===== config.mk =====
export PLATFORM = sky130hd
export DESIGN_NAME = chacha_keystream_xor
export DESIGN_NICKNAME = d
export VERILOG_FILES = /design/src/rtl/chacha_pkg.sv /design/src/rtl/ks_block_fifo.sv /design/src/rtl/chacha_keystream_xor.sv
export SDC_FILE = /design/constraint.sdc
export NUM_CORES = 1
export LEC_CHECK = 0
export ABC_AREA = 0
export CAP_MARGIN = 0
export CORE_MARGIN = 8
export CORE_UTILIZATION = 30
export DETAILED_ROUTE_END_ITERATION = 6
export PLACE_DENSITY = 0.59
export SETUP_SLACK_MARGIN = 0.1
export SYNTH_ARGS = -nofsm -noshare
export SYNTH_HDL_FRONTEND = slang
export SYNTH_HIERARCHICAL = 1
export SYNTH_SLANG_ARGS = --single-unit

===== constraint.sdc =====
create_clock -name clk -period 75.8 [get_ports clk]
set_input_delay 7.58 -clock clk [delete_from_list [all_inputs] [get_ports clk]]
set_output_delay 7.58 -clock clk [all_outputs]
set_load 0.01 [all_outputs]

===== src/rtl/chacha_pkg.sv =====
// Shared types for the ChaCha keystream XOR datapath: word, 4x4 keystream matrix,
// block-buffer control states and the byte-keep mask helper.
package chacha_pkg;

    localparam int BLOCK_WORDS = 16;
    localparam int FIFO_DEPTH  = 2;

    typedef logic [31:0] word_t;

    // Word index i lives at [i/4][i%4] (row-major, row = i[3:2], col = i[1:0]).
    typedef word_t [3:0][3:0] ks_matrix_t;

    typedef enum logic [1:0] {
        ST_EMPTY = 2'd0,
        ST_ONE   = 2'd1,
        ST_FULL  = 2'd2
    } fifo_state_t;

    function automatic word_t keep_mask(input logic [3:0] keep);
        return {{8{keep[3]}}, {8{keep[2]}}, {8{keep[1]}}, {8{keep[0]}}};
    endfunction

endpackage


===== src/rtl/ks_block_fifo.sv =====
// Two-entry FIFO of keystream blocks; the EMPTY/ONE/FULL control FSM is the
// occupancy itself and is exported for observation.
module ks_block_fifo
    import chacha_pkg::*;
(
    input  logic        clk,
    input  logic        rst,
    input  logic        push,
    input  logic        pop,
    input  ks_matrix_t  din,
    output ks_matrix_t  head,
    output logic [1:0]  occupancy,
    output fifo_state_t state
);

    ks_matrix_t  mem [FIFO_DEPTH];
    logic        wr_sel;
    logic        rd_sel;
    fifo_state_t state_q;
    fifo_state_t state_d;

    always_ff @(posedge clk) begin
        if (rst) begin
            state_q <= ST_EMPTY;
            wr_sel  <= 1'b0;
            rd_sel  <= 1'b0;
        end else begin
            state_q <= state_d;
            if (push) wr_sel <= ~wr_sel;
            if (pop)  rd_sel <= ~rd_sel;
        end
    end

    // Storage needs no reset: the state register alone marks entries valid.
    always_ff @(posedge clk) begin
        if (push && !rst) mem[wr_sel] <= din;
    end

    always_comb begin
        state_d = state_q;
        case (state_q)
            ST_EMPTY: if (push) state_d = ST_ONE;
            ST_ONE: begin
                if (push && !pop)      state_d = ST_FULL;
                else if (pop && !push) state_d = ST_EMPTY;
            end
            ST_FULL:  if (pop && !push) state_d = ST_ONE;
            default:  state_d = ST_EMPTY;
        endcase
    end

    always_comb begin
        occupancy = 2'd0;
        case (state_q)
            ST_ONE:  occupancy = 2'd1;
            ST_FULL: occupancy = 2'd2;
            default: occupancy = 2'd0;
        endcase
    end

    assign state = state_q;
    assign head  = mem[rd_sel];

endmodule


===== src/rtl/chacha_keystream_xor.sv =====
// XORs a plaintext word stream with buffered ChaCha keystream blocks, one word
// per cycle, releasing a block at its 16th word or at the end of a message.
module chacha_keystream_xor
    import chacha_pkg::*;
(
    input  logic        clk,
    input  logic        rst,
    input  logic        ks_valid,
    input  ks_matrix_t  ks_block,
    output logic        ks_ready,
    input  logic        pt_valid,
    input  logic [31:0] pt_data,
    input  logic [3:0]  pt_keep,
    input  logic        pt_last,
    output logic        pt_ready,
    output logic        ct_valid,
    output logic [31:0] ct_data,
    output logic [3:0]  ct_keep,
    output logic        ct_last,
    input  logic        ct_ready,
    output logic [3:0]  blocks_consumed,
    output fifo_state_t state
);

    // Handshakes: a beat moves on a rising edge where valid && ready; a source
    // holds its payload stable while valid is high and ready is low, and ready
    // never depends combinationally on the valid of the same channel.

    logic [3:0] ptr;
    logic [1:0] occupancy;
    ks_matrix_t head;
    word_t      ks_word;
    logic       ks_load;
    logic       pt_fire;
    logic       release_head;

    assign ks_ready     = (occupancy < 2'd2) && !rst;
    assign pt_ready     = (occupancy != 2'd0) && (!ct_valid || ct_ready) && !rst;
    assign ks_load      = ks_valid && ks_ready;
    assign pt_fire      = pt_valid && pt_ready;
    assign release_head = pt_fire && ((ptr == 4'(BLOCK_WORDS - 1)) || pt_last);
    assign ks_word      = head[ptr[3:2]][ptr[1:0]];

    ks_block_fifo u_fifo (
        .clk       (clk),
        .rst       (rst),
        .push      (ks_load),
        .pop       (release_head),
        .din       (ks_block),
        .head      (head),
        .occupancy (occupancy),
        .state     (state)
    );

    always_ff @(posedge clk) begin
        if (rst) begin
            ptr             <= '0;
            ct_valid        <= 1'b0;
            ct_data         <= '0;
            ct_keep         <= '0;
            ct_last         <= 1'b0;
            blocks_consumed <= '0;
        end else begin
            if (pt_fire) begin
                ct_data  <= (pt_data ^ ks_word) & keep_mask(pt_keep);
                ct_keep  <= pt_keep;
                ct_last  <= pt_last;
                ct_valid <= 1'b1;
            end else if (ct_ready) begin
                ct_valid <= 1'b0;
            end
            // A block ended early by pt_last drops its remaining words.
            if (release_head) begin
                ptr             <= '0;
                blocks_consumed <= blocks_consumed + 4'd1;
            end else if (pt_fire) begin
                ptr <= ptr + 4'd1;
            end
        end
    end

endmodule

==> impl_metrics.py, run 1 <==
metrics = {
    "timing": {
        "rsz0062_at_grt": "no",
        "max_freq_mhz": 59.0,
        "hold_viol_final": 0,
        "min_period_ps": 16960,
        "relSlewSlack": 0.268,
        "setup_viol": 0,
        "min_period_over_period": 0.224,
        "skew_ps": 26.3,
        "finalSetupTns_ps": 0,
        "finalMaxSlewViolations": 0,
        "tightest_slew_ps": 1100,
    },
    "global_routing": {
        "grt-ovfl-total": 0,
        "antenna_found_initial": 43,
        "grt_max_degree": 156,
        "grt_pass1_wl_um": 171000,
        "grt_usage": 0.146,
        "grt_pass1_vias": 24000,
    },
    "finish": {
        "final_layout_size_suffix_gt1_frac": 0.315,
        "nets": 3409,
        "area_delta_synth_final_pct": 26.1,
        "post-route-util": 0.380,
        "final_cell_area_sq_um": 56000,
    },
    "synth": {
        "async_reset_ff_frac": 0,
        "syn_nets": 2778,
        "yosys.cell_types.count": 38,
        "ys.flop_type": "edfxtp_1",
        "syn_avg_cell_area_sq_um": 20.0,
        "synth_edf_count": 1024,
        "synthTopCellsByArea": "edfxtp_1, mux2_2, mux4_2",
        "yosys.area.top_type_share": 0.693,
        "yosysTopAreaCell": "edfxtp_1",
        "ys_seq_elements": 1075,
        "syn-cell-area_sq_um": 44400,
        "syn_inst": 2220,
        "yosysWarnings": 6,
        "ys_seq_area_frac": 0.716,
    },
    "clock_network": {
        "cts.clk_slew.worst_paths_ps": 60,
        "cts_tree": "done",
        "clockBufferDepth": 3,
        "cts_resized": 0,
        "hold_buffers": 0,
        "ctsHtreeMaxLevel": 3,
        "cts_root_buffer": "clkbuf_16",
        "numCtsBuffers": 117,
        "clock_latency_ps": 700,
        "cts_sinks": 1075,
        "post_cts_buffers": 0,
    },
    "floorplanning": {
        "rows": 141,
        "dieArea_sq_um": 160000,
        "start_util": 0.301,
        "die_w_um": 401,
        "core_sq_um": 147000,
        "num_io_pins": 600,
        "die_h_um": 401,
    },
    "critical_path": {
        "crit_fanout": 9,
        "crit_required_ps": 68220,
        "cp.depth": 4,
        "critPathLaunchType": "input pin",
        "cpPeakStageDelay_ps": 740,
        "crit_top_cell": "clkdlybuf4s50_1",
        "worstPathCellList": "clkdlybuf4s50_1 > nor2b_2 > nor3_1 > clkdlybuf4s50_1",
        "slowest_stage": "nor2b_2",
        "path_class": "in2out",
        "endpoint_kind": "primary output",
        "cp.arrival_ps": 9380,
        "reg2regPathDepth": 9,
        "crit_family": "buffers and inverters",
        "cp.buffers_inverters": 2,
    },
    "drt": {
        "postRouteAntennaNets": 0,
        "wirelength_um": 121000,
        "drt_iter0_markers": 1410,
        "wl_per_cell_um": 24.6,
        "drtPass1Iterations": 5,
        "num_vias": 23000,
        "vias_per_cell": 4.68,
        "route.detailed.drc": 0,
    },
    "pwr": {
        "power.total_mw": 1.29,
        "irDropWorstVdd_mv": 0.0220,
        "p_leak_nw": 17.4,
        "power_density_nw_per_um2": 23.1,
    },
    "hold_path": {
        "min_path_cells": 2,
        "hold_path_class": "reg2reg",
    },
    "flow_run": {
        "cap_violations": 0,
    },
    "placed_design": {
        "io_buffers": 599,
        "dp_hpwl_um": 83100,
        "dpl_cell_area_sq_um": 52200,
        "gp_congestion": 0.757,
    },
    "outcome": {
        "status": "finished, final reports clean",
    },
}
## cell families (layout without fill, tap and decap cells)
logic type,after synthesis,count (layout),synth area share
other,0,27,0
buffers and inverters,158,885,0.0252
flip-flops,1075,1075,0.716
AO/OA/AOI/OAI,121,121,0.0205
XOR/XNOR,3,3,0.000592
AND/OR/NAND/NOR,91,91,0.0110
adder cells (fa/ha/maj),4,4,0.00113
multiplexers,768,768,0.226
## worst min-delay path, cell delays in order, from the launching register on
cell and delay [ps]:
dfxtp_1 310, nand2_1 50, o21ai_1 50
## placed cells by master, fill, tap and decap left out, drive strengths merged, types with 2 or more instances in the layout
cell	instances
edfxtp	1024
clkdlybuf4s50	598
mux2	576
clkbuf	158
mux4	128
mux2i	64
a221oi	64
dfxtp	51
nand2	44
inv	43
o21ai	38
clkinv	37
buf	34
diode	27
a21oi	13
nor2	10
nor4	8
bufinv	8
nand3	7
clkinvlp	7
nand3b	5
ha	4
nor2b	4
xnor2	3
o31ai	2
or4	2
or3	2
a31oi	2
nor3	2
nor3b	2
## area by class of cell
class	count	area, sq um
clock buffers	158	3150
diodes	27	67.6
clock inverters	57	507
multi-input cells	987	11600
inverters	38	143
fillers	13500	91300
repair buffers	632	6310
flip-flops and latches	1075	31800
well taps	1930	2410
## per-stage QoR
stage / cells / worst slack [ps] / hold WS (ps)
after detailed placement: 4662 / 58850 / 445
after global placement: 4662 / 58850 / 441
after floorplan: 2220 / 28700 / 474
after CTS: 4877 / 58840 / 453
after global routing: 4887 / 58780 / 468
final: 4904 / 58840 / 450
## where the power goes
| part | internal [mW] | leakage [nW] | total, mW | switching (mW) |
|---|---|---|---|---|
| Clock | 0.318 | 1.77 | 0.545 | 0.227 |
| Sequential | 0.666 | 9.73 | 0.670 | 0.00405 |
| Combinational | 0.0454 | 5.90 | 0.0788 | 0.0333 |
| Total | 1.03 | 17.4 | 1.29 | 0.265 |
## sequential cells by signal, summed over array words and instances, names as in the netlist, named ones only
name / cells
u_fifo/rd_sel: 1
u_fifo/state: 2
u_fifo/mem: 1024
ct_last: 1
blocks_consumed: 4
ptr: 4
ct_valid: 1
u_fifo/wr_sel: 1
ct_keep: 4
ct_data: 32
## synth_stat cells, types with 3 or more instances
cell,count
nand2_1,44
clkbuf_1,31
nor2b_1,4
buf_2,21
a221oi_2,8
inv_1,37
a21oi_1,13
mux2_2,576
nand3_1,7
xnor2_1,3
clkbuf_8,8
buf_1,4
o21ai_0,5
edfxtp_1,1024
nand3b_1,5
nor2_1,10
dfxtp_1,51
buf_6,56
o21ai_1,33
ha_1,4
mux2i_1,64
mux4_2,128
nor4_2,8
a221oi_1,56
## path summary, 6_finish.rpt
| kind | startpoint | to | slack, ps |
|---|---|---|---|
| setup / recovery | ct_ready | pt_ready | 58840 |
| hold / removal | ct_data[9] | ct_data[9] | 450 |
| setup reg to reg | u_fifo/state[1] | u_fifo/mem[0][320] | 71080 |
| hold reg to reg | ct_data[9] | ct_data[9] | 450 |
## layer usage
layer,global-route usage,share of wire,vias up
li1,-,-,10400
met1,0.192,0.44,11800
met2,0.233,0.47,637
met3,0.0408,0.066,157
met4,0.0450,0.020,26
met5,0,0.0015,-
(Power assumes the default switching activity.)
==> run 2, diff against run 1 <==
clock period = 16.5 ns   (was 75.8 ns; I/O delays follow)
==> run 2 against run 1 <==
Net effect: clock skew about the same; core utilization is essentially flat; worst setup slack got worse by 48000 ps; die area stayed put; highest routed layer unchanged.
==> impl_metrics.py, run 2 (synthesized netlist as in run 1, its figures left out) <==
metrics = {
    "outcome": {
        "status": "finished, final reports clean",
    },
    "timing": {
        "min_period_ps": 5840,
        "max_freq_mhz": 171,
        "finalMaxSlewViolations": 0,
        "rsz0062_at_grt": "no",
        "hold_viol_final": 0,
        "tightest_slew_ps": 1050,
        "setup_viol": 0,
        "hold_ws_ps": 448,
        "skew_ps": 26.0,
        "fin_ws_ps": 10660,
        "min_period_over_period": 0.354,
        "relSlewSlack": 0.302,
    },
    "drt": {
        "drtPass1Iterations": 5,
        "drt_iter0_markers": 1511,
        "postRouteAntennaNets": 0,
        "num_vias": 22900,
        "wl_per_cell_um": 25.0,
        "route.detailed.drc": 0,
        "vias_per_cell": 4.66,
        "wirelength_um": 123000,
    },
    "finish": {
        "reg_top3": "u_fifo/mem (1024), ct_data (32)",
        "final_cell_area_sq_um": 56000,
        "regMostFlops": "u_fifo/mem",
        "final_common_cell": "edfxtp_1",
        "nets": 3412,
        "largest_reg_flops": 1024,
        "mostFrequentLayoutCells": "edfxtp_1, clkdlybuf4s50_1, mux2_2",
        "nFillCells": 13500,
        "area_delta_synth_final_pct": 26.2,
        "final_layout_size_suffix_gt1_frac": 0.314,
        "post-route-util": 0.380,
    },
    "global_routing": {
        "grt_max_degree": 162,
        "grt_usage": 0.148,
        "grt-ovfl-total": 0,
        "grt_pass1_vias": 23900,
        "grt_pass1_wl_um": 173000,
        "antenna_found_initial": 56,
    },
    "critical_path": {
        "crit_fanout": 68,
        "r2r_slack_ps": 11490,
        "slowest_stage": "buf_4",
        "cpPeakStageDelay_ps": 880,
        "cp.arrival_ps": 6180,
        "cp.depth": 10,
        "cp.buffers_inverters": 7,
        "cp-startpoint": "rst",
        "worstPathCellList": "buf_2 > buf_4 > nor2_1 > and2_1 > inv_1 > nor3b_4 > buf_4 > buf_4 > buf_4 > buf_4",
        "crit_family": "buffers and inverters",
        "crit_top_cell": "buf_4",
        "critPathLaunchType": "input pin",
        "endpoint": "u_fifo/mem[1][242]",
        "path_class": "in2reg",
        "reg2regPathDepth": 9,
        "endpoint_kind": "flop",
        "crit_required_ps": 16840,
        "reg2reg_to": "u_fifo/mem[1][242]",
        "reg2reg_from": "u_fifo/state[0]",
    },
    "pwr": {
        "power.total_mw": 5.94,
        "switching_power_mw": 1.22,
        "p_sw_frac": 0.205,
        "p_leak_nw": 17.4,
        "power_density_nw_per_um2": 106,
        "power.share.clock": 0.420,
        "p_int_mw": 4.72,
        "power_frac_comb": 0.062,
        "irDropWorstVdd_mv": 0.0844,
        "seqPwrFrac": 0.518,
    },
    "floorplanning": {
        "start_util": 0.301,
        "die_w_um": 401,
        "core_sq_um": 147000,
        "num_io_pins": 600,
        "rows": 141,
        "dieArea_sq_um": 160000,
        "die_h_um": 401,
    },
    "flow_run": {
        "cap_violations": 0,
    },
    "placed_design": {
        "io_buffers": 599,
        "dpl_cell_area_sq_um": 52300,
        "dp_slack_ps": 9840,
        "dp_hpwl_um": 86300,
        "gp_congestion": 0.743,
    },
    "hold_path": {
        "hold_path_class": "reg2reg",
    },
    "clock_network": {
        "post_cts_buffers": 0,
        "hold_buffers": 0,
        "clockBufferDepth": 3,
        "ctsHtreeMaxLevel": 3,
        "cts_root_buffer": "clkbuf_16",
        "clock_latency_ps": 730,
        "cts_sinks": 1075,
        "cts_resized": 0,
        "cts_tree": "done",
        "cts.clk_slew.worst_paths_ps": 70,
        "numCtsBuffers": 115,
    },
}
## run 2: cell type report
cell class	count	area (sq um)	share of cell area
repair buffers	637	6330	0.113
multi-input cells	987	11600	0.207
diodes	36	90.1	0.00161
clock inverters	55	509	0.00909
clock buffers	162	3150	0.0562
flip-flops and latches	1075	31800	0.568
inverters	38	143	0.00255
well taps	1930	2410	0.0431
## run 2: worst min-delay path by stage
stage / from / to / slack, ps / cells past startpoint
detailed placement: ct_data[9] / ct_data[9] / 440 / 2
global route: ct_data[24] / ct_data[24] / 470 / 2
CTS: ct_data[9] / ct_data[9] / 450 / 2
global placement: ct_data[9] / ct_data[9] / 440 / 2
finish: ct_data[0] / ct_data[0] / 450 / 2
floorplan: ct_data[0] / ct_data[0] / 470 / 2
## run 2: power by group through the flow
stage | Combinational, mW | Sequential [mW] | Clock (mW)
after floorplan | 0.136 | 3.18 | 0
after global placement | 0.365 | 3.13 | 0
after detailed placement | 0.370 | 3.13 | 0
after CTS | 0.372 | 3.08 | 2.58
after global routing | 0.392 | 3.08 | 2.68
final | 0.367 | 3.08 | 2.50
## run 2: per-stage QoR
step | TNS, ps | instances
after floorplan | -6607330 | 2220
after global placement | 0 | 4667
after detailed placement | 0 | 4667
after CTS | 0 | 4884
after global routing | 0 | 4899
final | 0 | 4920
## run 2: metal layers
| layer | global-route usage | wire, um | up-vias |
|---|---|---|---|
| met3 | 0.0421 | 8140 | 166 |
| met2 | 0.237 | 58100 | 623 |
| li1 | - | - | 10400 |
| met1 | 0.195 | 54000 | 11700 |
| met5 | 0 | 139 | - |
| met4 | 0.0480 | 2810 | 24 |
## run 2: worst reg2reg max path, stage by stage (launching register included)
cell	delay, ps
dfxtp_1	410
nor2b_1	130
nor2_1	150
and2_1	230
inv_1	140
nor3b_4	180
buf_4	720
buf_4	880
buf_4	800
buf_4	950
==> run 3, diff against run 2 <==
clock period = 6 ns   (was 16.5 ns; I/O delays follow)
==> run 3 against run 2 <==
Net effect: sequential cell count unchanged; critical endpoint is now ct_data[17]; total power grew to 2.7 times the previous value; wire length up 3.4%; global-route usage grew 0.44 points; critical path type is now reg2reg; via count rose by 1.1%; combinational power grew to 2.8 times the previous value; hold slack lost 5.0 ps; sequential share of layout area shrank 0.23 points; final cell count increased by 0.30%; register-to-register slack worse by 8900 ps.
==> impl_metrics.py, run 3 (synthesized netlist as in run 1, its figures left out) <==
metrics = {
    "critical_path": {
        "cp.buffers_inverters": 1,
        "path_class": "reg2reg",
        "crit_fanout": 42,
        "critPathLaunchType": "flop",
        "cpPeakStageDelay_ps": 840,
        "endpoint_kind": "flop",
        "cp.arrival_ps": 4090,
        "worstPathCellList": "buf_4 > mux2_2 > mux4_2 > mux2i_1 > a221oi_1 > o21ai_1",
        "crit_required_ps": 6640,
        "crit_family": "multiplexers",
        "slowest_stage": "dfxtp_4",
    },
    "timing": {
        "max_freq_mhz": 290,
        "min_period_over_period": 0.574,
        "setup_viol": 0,
        "relSlewSlack": 0.206,
        "fin_ws_ps": 2550,
        "hold_viol_final": 0,
        "finalSetupTns_ps": 0,
        "finalMaxSlewViolations": 0,
        "tightest_slew_ps": 1190,
        "skew_ps": 32.5,
        "rsz0062_at_grt": "no",
        "min_period_ps": 3450,
    },
    "placed_design": {
        "dp_slack_ps": 2570,
        "dp_cells": 4679,
        "gp_congestion": 0.770,
        "io_buffers": 599,
        "dp_hpwl_um": 89700,
    },
    "global_routing": {
        "antenna_found_initial": 70,
        "grt-ovfl-total": 0,
        "grt_pass1_vias": 24200,
        "grt_pass1_wl_um": 178000,
        "grt_max_degree": 151,
        "grt_usage": 0.153,
    },
    "finish": {
        "mostFrequentLayoutCells": "edfxtp_1, clkdlybuf4s50_1, mux2_2",
        "reg_top3": "u_fifo/mem (1024), ct_data (32)",
        "largest_reg_flops": 1024,
        "regMostFlops": "u_fifo/mem",
        "post-route-util": 0.382,
        "area_delta_synth_final_pct": 26.7,
        "stdcell_count": 4935,
        "nFillCells": 13500,
        "nets": 3425,
        "final_common_cell": "edfxtp_1",
        "final_layout_size_suffix_gt1_frac": 0.321,
    },
    "floorplanning": {
        "dieArea_sq_um": 160000,
        "num_io_pins": 600,
        "start_util": 0.301,
        "die_w_um": 401,
        "core_sq_um": 147000,
        "rows": 141,
        "die_h_um": 401,
    },
    "clock_network": {
        "cts_root_buffer": "clkbuf_16",
        "cts_sinks": 1075,
        "clockBufferDepth": 3,
        "ctsHtreeMaxLevel": 3,
        "cts.clk_slew.worst_paths_ps": 60,
        "post_cts_buffers": 0,
        "clock_latency_ps": 720,
        "hold_buffers": 0,
        "cts_resized": 0,
        "numCtsBuffers": 116,
        "cts_tree": "done",
    },
    "outcome": {
        "status": "finished, final reports clean",
    },
    "drt": {
        "num_vias": 23200,
        "wirelength_um": 127000,
        "drt_iter0_markers": 1631,
        "dr_wl_met3_um": 8400,
        "postRouteAntennaNets": 0,
        "wl_per_cell_um": 25.8,
        "routedLengthMet1_um": 55600,
        "wl_met2_um": 60200,
        "dr.max_layer_used": "met5",
        "drtPass1Iterations": 5,
        "vias_per_cell": 4.70,
        "route.detailed.drc": 0,
    },
    "pwr": {
        "power.total_mw": 16.3,
        "power_density_nw_per_um2": 290,
        "irDropWorstVdd_mv": 0.225,
        "p_leak_nw": 17.5,
    },
    "hold_path": {
        "hold_path_class": "in2reg",
    },
    "flow_run": {
        "cap_violations": 0,
    },
}
## run 3: changes by cell type in the layout (fill, tap and decap cells not counted), moves of 2 or more
cell / change
buf_12: +11
clkbuf_1: -10
clkinv_2: +8
bufinv_16: -4
clkbuf_16: +4
diode_2: +4
clkinv_4: +3
clkbuf_8: -2
clkinvlp_4: +2
## run 3: worst reg2reg max path, cell delays in order (launching register included)
cell	delay (ps)
dfxtp_4	840
buf_4	520
mux2_2	400
mux4_2	510
mux2i_1	720
a221oi_1	180
o21ai_1	180
## run 3: cell type report
class	instances	area, sq um	area share
multi-input combinational	987	11600	0.206
sequential	1075	31800	0.565
antenna	40	100	0.00178
clock inverter	62	450	0.00801
clock buffer	154	3180	0.0566
inverter	38	143	0.00254
tap	1930	2410	0.0429
timing repair buffer	649	6550	0.117
## run 3: metrics by stage
| step | hold slack, ps | cell area (sq um) |
|---|---|---|
| 3_3_place_gp | 439 | 52500 |
| 6_report | 443 | 56200 |
| 3_5_place_dp | 445 | 52500 |
| 4_1_cts | 332 | 56100 |
| 5_1_grt | 390 | 56200 |
| 2_1_floorplan | 474 | 44400 |
## run 3: worst paths after layout
check             slack [ps]  cells after the start             to        start
hold / removal           440                      3  u_fifo/rd_sel          rst
setup / recovery        2550                      6    ct_data[17]         flop
setup reg to reg        2550                      6    ct_data[17]         flop
hold reg to reg          450                      2    ct_data[22]  ct_data[22]
## run 3: layer usage
metal,global-route usage,up-vias
li1,-,10400
met1,0.203,11900
met2,0.237,665
met3,0.0424,182
met4,0.0592,32
met5,0,-
## run 3: where the power goes
part	internal, mW	total, mW	switching (mW)
sequential	8.41	8.47	0.0579
clock	3.89	6.82	2.93
combinational	0.580	1.01	0.435
